### src/rtl/mmio_bus_ctrl.sv
// MMIO bus controller: steers MEM-stage accesses in 0xFFFF0000-0xFFFF0010 to UART/Ethernet.
// Optional request timeout enabled by defining MMIO_TIMEOUT_EN.
module mmio_bus_ctrl #(
    parameter int TIMEOUT = 16
) (
    input  logic        clk,
    input  logic        reset,
    input  logic [31:0] addr,
    input  logic [31:0] writedata,
    input  logic        memwrite,
    input  logic        memread,
    output logic        mem_sel,
    output logic        stall,
    output logic [31:0] readdata,
    output logic        bus_err,
    output logic [2:0]  p_addr,
    output logic [31:0] p_wdata,
    output logic        p_we,
    output logic        uart_req,
    input  logic        uart_ack,
    input  logic [31:0] uart_rdata,
    output logic        eth_req,
    input  logic        eth_ack,
    input  logic [31:0] eth_rdata
);

    localparam logic [1:0] IDLE = 2'd0;
    localparam logic [1:0] REQ  = 2'd1;
    localparam logic [1:0] DONE = 2'd2;
    localparam logic [1:0] ERR  = 2'd3;

    logic [1:0]  state;
    logic        sel_eth;
    logic        in_mmio;
    logic        hit_uart;
    logic        hit_eth;
    logic        access;
    logic        ack;
    logic        expired;
    logic [31:0] sel_rdata;

    assign in_mmio  = (addr >= 32'hFFFF_0000) && (addr <= 32'hFFFF_0010);
    assign hit_uart = in_mmio && (addr[4:3] == 2'b00);
    assign hit_eth  = in_mmio && (addr[4:3] == 2'b01);
    assign access   = (memread | memwrite) & in_mmio;
    assign mem_sel  = !in_mmio;

    // Only the addressed peripheral's ack is honoured.
    assign ack       = sel_eth ? eth_ack : uart_ack;
    assign sel_rdata = sel_eth ? eth_rdata : uart_rdata;

`ifdef MMIO_TIMEOUT_EN
    localparam logic [7:0] TLAST = 8'(TIMEOUT - 1);
    logic [7:0] tcnt;

    assign expired = (tcnt == TLAST);

    always_ff @(posedge clk) begin
        if (reset) begin
            tcnt <= 8'd0;
        end else if (state == REQ) begin
            tcnt <= tcnt + 8'd1;
        end else begin
            tcnt <= 8'd0;
        end
    end
`else
    assign expired = 1'b0;
`endif

    always_ff @(posedge clk) begin
        if (reset) begin
            state    <= IDLE;
            sel_eth  <= 1'b0;
            p_addr   <= 3'd0;
            p_wdata  <= 32'd0;
            p_we     <= 1'b0;
            readdata <= 32'd0;
        end else begin
            unique case (state)
                IDLE: begin
                    if (access) begin
                        if (hit_uart || hit_eth) begin
                            p_addr  <= addr[2:0];
                            p_wdata <= writedata;
                            p_we    <= memwrite;
                            sel_eth <= hit_eth;
                            state   <= REQ;
                        end else begin
                            readdata <= 32'd0;
                            state    <= ERR;
                        end
                    end
                end
                REQ: begin
                    // An ack in the last allowed cycle beats the timeout.
                    if (ack) begin
                        readdata <= p_we ? 32'd0 : sel_rdata;
                        state    <= DONE;
                    end else if (expired) begin
                        readdata <= 32'd0;
                        state    <= ERR;
                    end
                end
                DONE: state <= IDLE;
                ERR:  state <= IDLE;
                default: state <= IDLE;
            endcase
        end
    end

    assign stall    = !reset && (((state == IDLE) && access) || (state == REQ));
    assign uart_req = (state == REQ) && !sel_eth;
    assign eth_req  = (state == REQ) && sel_eth;
    assign bus_err  = !reset && (state == ERR);

endmodule

### config.mk
export PLATFORM = sky130hd
export DESIGN_NAME = mmio_bus_ctrl
export DESIGN_NICKNAME = d
export VERILOG_FILES = /design/src/rtl/mmio_bus_ctrl.sv
export SDC_FILE = /design/constraint.sdc
export NUM_CORES = 1
export LEC_CHECK = 0
export ABC_AREA = 1
export CAP_MARGIN = 10
export CORE_AREA = 2 2 89 108
export DETAILED_ROUTE_END_ITERATION = 16
export DIE_AREA = 0 0 91 110
export HOLD_SLACK_MARGIN = 0.08
export PLACE_DENSITY = 0.95
export SETUP_SLACK_MARGIN = 0.4
export SLEW_MARGIN = 20
export SYNTH_ARGS = -nofsm -noshare
export SYNTH_HDL_FRONTEND = slang
export SYNTH_SLANG_ARGS = --single-unit
### constraint.sdc
create_clock -name clk -period 2.7 [get_ports clk]
set_input_delay 0.405 -clock clk [delete_from_list [all_inputs] [get_ports clk]]
set_output_delay 0.405 -clock clk [all_outputs]
set_load 0.03 [all_outputs]
Yosys cells after proc, flatten, opt, wreduce, memory -nomap -nowiden
Index checks and enable logic that the tools add are counted.
- flip-flop bits (word level): 71
- input bits: 134
- output and inout bits: 73
- logic and storage cells: 48
- order comparisons: 2
- equal/unequal tests: 7
- mux-type cells: 11
- bitwise logic cells: 2
- reductions and logical operators: 20
- operators by type and width (kind ; number):
    32-bit two-way mux ; 5
    32-bit case mux with 2 select lines ; 1
    32-bit greater-or-equal comparator, second input constant ; 1
    32-bit <= comparator, second input constant ; 1
    1-bit logical AND ; 8
    2-bit two-way mux ; 3
    2-bit inequality test, second input constant ; 3
    2-bit case mux with 3 select lines ; 1
    2-bit by 1-bit == test with 1-bit output, second input constant ; 2
    2-bit == test, second input constant ; 2
    2-bit logical NOT ; 2
    4-bit AND reduction ; 1
    1-bit logical NOT ; 3
    3-bit AND reduction ; 1
    1-bit logical OR ; 2
    2-bit AND reduction ; 1
    2-bit nonzero test ; 1
    2-bit OR reduction ; 1
    1-bit AND ; 1
    1-bit two-way mux ; 1
    1-bit bitwise OR ; 1

Logic depth before layout (Yosys ltp)
- depth in word-level cells: 7
- gate-level depth with buffers: 12

Least setup slack after synthesis
OpenSTA, ideal clock, no wires.
- path kind: input port to output port
- start point: in addr[10]
- end point: out stall
- arrival time: 1.714 ns
- setup slack: 0.581 ns
- cell stages on the path: 5
- path through: nor2_1 > nand2_1 > nor3_4 > nand4_2 > a211oi_1
- longest elaborated chain between the ends: 6
- elaborated cells on any way between the ends: 7
- those cells by class: 2 x order compare; 1 x bitwise; 4 x reduce/logical
- ends and longest elaborated chain (what ; RTL line ; text):
    start: declaration ; 8 ; input logic [31:0] addr,
    32-bit greater-or-equal comparator / 32-bit <= comparator (equally long branches) ; 42 ; assign in_mmio = (addr >= 32'hFFFF_0000) && (addr <= 32'hFFFF_0010);
    1-bit logical AND (*) ; 42 ;
    1-bit AND (*) ; 45 ; assign access = (memread | memwrite) & in_mmio;
    1-bit logical AND (*) ; 112 ; assign stall = !reset && (((state == IDLE) && access) || (state == REQ));
    1-bit logical OR (*) ; 112 ;
    1-bit logical AND (*) ; 112 ;
    end: declaration ; 13 ; output logic stall,
Mark *: on every way between the ends. The rest lies on a longest branch, timed or not.

Worst setup path in the final report
- start point: in addr[17]
- end point: out stall
Same word-level chain as after synthesis.

==> flow_metrics.py <==
metrics = {
    "critical_path": {
        "path_depth": 8,
        "crit_type": "in2out",
        "cp-startpoint": "addr[17]",
        "endpoint": "stall",
        "cp.buffers_inverters": 2,
        "cp_cell_sequence": "clkdlybuf4s50_1, nand2_1, nor2_1, nand2_1, nor2_4, nand4_4, a211oi_2, buf_4",
        "crit_top_cell": "nand2_1",
        "critical_path.max_fanout": 3,
        "required_ns": 2.30,
        "cp_slowest_cell": "clkdlybuf4s50_1",
        "r2r_setup_slack_ns": 0.95,
        "crit_family": "buffers and inverters",
        "startpoint_type": "input pin",
        "max_stage_delay_ns": 0.48,
        "cp.arrival_ns": 1.87,
        "end_kind": "primary output",
        "rr_worst_depth": 10,
        "r2r_start": "sel_eth$_SDFFE_PP0P_",
        "r2r-end": "readdata[22]$_SDFFE_PP0P_",
    },
    "outcome": {
        "status": "finished, final reports clean",
    },
    "sta": {
        "fin_crit_ns": 2.27,
        "finalClockSkew_ns": 0.0115,
        "setup_tns_ns": 0,
        "max_slew_margin": 0.601,
        "fin_hold_ws_ns": 0.471,
        "report.final.slew_viol_count": 0,
        "tightestPinTransition_ns": 0.597,
        "max_freq_mhz": 440,
        "hold_violations": 0,
        "fin_crit_sh": 0.841,
        "rsz0062_at_grt": "yes",
        "finalSetupViolCount": 0,
    },
    "detailed_routing": {
        "vias": 4177,
        "avgViaCountPerCell": 4.62,
        "dr.pass1.iters": 4,
        "routed_wl_um": 11900,
        "drc": 0,
        "detail-route-antenna-nets": 0,
        "drt_iter0_drc": 182,
        "wire_per_inst_um": 13.1,
    },
    "floorplan": {
        "row_count": 38,
        "io-pin-count": 207,
        "initial_utilization": 0.412,
        "die_y_um": 110,
        "dieArea_mm2": 0.0100,
        "core-area_mm2": 0.00894,
        "die_w_um": 91,
    },
    "clock_tree": {
        "hold_buffers": 0,
        "cts_buffer_depth": 2,
        "cts_root_buffer": "clkbuf_8",
        "htreeDepth": 3,
        "cts_made_buffers": 9,
        "cts.sinks": 71,
        "path_clk_slew_ns": 0.07,
        "clock_latency_ns": 0.35,
        "cts_tree": "built",
    },
    "job": {
        "max_cap_violations": 0,
    },
    "logic_synthesis": {
        "ys_types": 25,
        "syn-mean-instance-area_um2": 6.34,
        "synth_ff_type": "dfxtp_1",
        "synth_cells": 581,
        "synth_top_cell_area_share": 0.386,
        "synthTopCellsByArea": "dfxtp_1 39%, nand2_1 17%, nor2_1 14%, inv_1 5.7%, o211ai_1 3.9%",
        "seq_area_frac_synth": 0.386,
        "synth_async_sr_flop_share": 0,
        "synth-seq-cells": 71,
        "synth_area_mm2": 0.00368,
        "syn_nets": 715,
        "synth_edf_count": 0,
        "yosys.area.top_type": "dfxtp_1",
        "yosysWarnings": 0,
    },
    "finish": {
        "layout_common_cells": "196 x clkdlybuf4s50_1, 168 x nand2_1, 139 x nor2_1",
        "diodes": 0,
        "fin_nets": 913,
        "mostFrequentLayoutCell": "clkdlybuf4s50_1",
        "drive_gt1_frac": 0.107,
        "postLayoutCoreUtil": 0.679,
        "area_growth_pct": 64.6,
        "fillers": 750,
    },
    "power": {
        "p_leak_uw": 0.00276,
        "peakVddDrop_mv": 0.444,
        "p_per_area_mw_per_mm2": 816,
    },
    "placement": {
        "place_hpwl_um": 8870,
        "numPortBuffers": 206,
        "gp_congestion": 0.808,
    },
    "grt": {
        "antenna_found_initial": 0,
        "grt_max_degree": 38,
        "grt_overflow_total": 0,
        "grt_pass1_vias": 4001,
        "grt_first_pass_wirelength_um": 18400,
        "track_usage": 0.228,
    },
    "min_path": {
        "hold_class": "reg2reg",
    },
}
[worst min-delay path by stage]
stage	endpoint	depth (start not counted)	start	slack (ns)
after CTS	readdata[4]$_SDFFE_PP0P_	2	readdata[4]$_SDFFE_PP0P_	0.47
final	readdata[4]$_SDFFE_PP0P_	2	readdata[4]$_SDFFE_PP0P_	0.47
after global placement	readdata[30]$_SDFFE_PP0P_	2	readdata[30]$_SDFFE_PP0P_	0.45
after floorplan	state[0]$_SDFFE_PP0P_	1	reset	0.48
after global routing	readdata[24]$_SDFFE_PP0P_	2	readdata[24]$_SDFFE_PP0P_	0.49
after detailed placement	readdata[30]$_SDFFE_PP0P_	2	readdata[30]$_SDFFE_PP0P_	0.46
[cell usage after synthesis, drive strengths merged, types with 4 or more instances]
master / instances
a21oi: 14
inv: 59
nand4: 5
buf: 16
or2: 20
nor2: 162
clkbuf: 13
dfxtp: 71
nand2: 171
nor3: 4
nand3: 24
o211ai: 19
[metal layers]
layer	track usage	share of wire	wire (µm)	up-vias
met5	0	0	0	-
met1	0.244	0.39	4660	1852
li1	-	-	-	2158
met4	0.0714	0.020	243	0
met3	0.0755	0.072	850	22
met2	0.428	0.52	6110	145
[area by class of cell]
| type | instances | area, µm² | share of cell area |
|---|---|---|---|
| Clock buffer | 9 | 124 | 0.0204 |
| Clock inverter | 7 | 47.5 | 0.00784 |
| Inverter | 60 | 233 | 0.0384 |
| Tap cell | 120 | 150 | 0.0248 |
| Sequential cell | 71 | 1420 | 0.234 |
| Multi-Input combinational cell | 422 | 1920 | 0.317 |
| Timing Repair Buffer | 215 | 2170 | 0.357 |
[where the power goes]
part           switching, µW  internal, µW  leakage, µW
Combinational           1680          1060      0.00209
Clock                    418           333    0.0000854
Sequential               149          1310     0.000575
Total                   2250          2700      0.00276
[stage by stage]
stage                     setup slack (ns)  cells  power, µW  area (µm²)
after floorplan                      0.581    581       3310        3680
after global placement               0.278    886       4060        5820
after detailed placement             0.242    886       4130        5820
after CTS                            0.411    903       4890        6000
after global routing                 0.373    904       5310        6070
final                                0.429    904       4950        6070
[worst reg2reg max path, stage by stage, from the launching register on]
cell and delay (ns):
dfxtp_1 0.48, nand2_1 0.09, nand2_1 0.09, nor2_1 0.06, nor2_1 0.13, nand2_1 0.12
inv_4 0.23, nand2_8 0.14, inv_6 0.19, nor2_1 0.07, nor2_1 0.09
[sequential cells by signal (all words and copies together) (netlist names)]
register	count
p_we	1
p_wdata	32
readdata	32
sel_eth	1
state	2
p_addr	3
[repair_timing]
item	CTS	global route
buffers inserted	1	0
pin swaps	1	12
resized for setup	2	16
setup endpoints to repair	2	4
hold endpoints to repair	0	0
cloned	0	1
[cells by family after synthesis]
group / after synthesis / share of synthesized area
AOI/OAI and AO/OA: 34 / 0.0598
buffers and inverters: 89 / 0.105
DFF: 71 / 0.386
and+or+nand+nor: 387 / 0.449
Note: power is estimated with default switching activity, not from simulation.
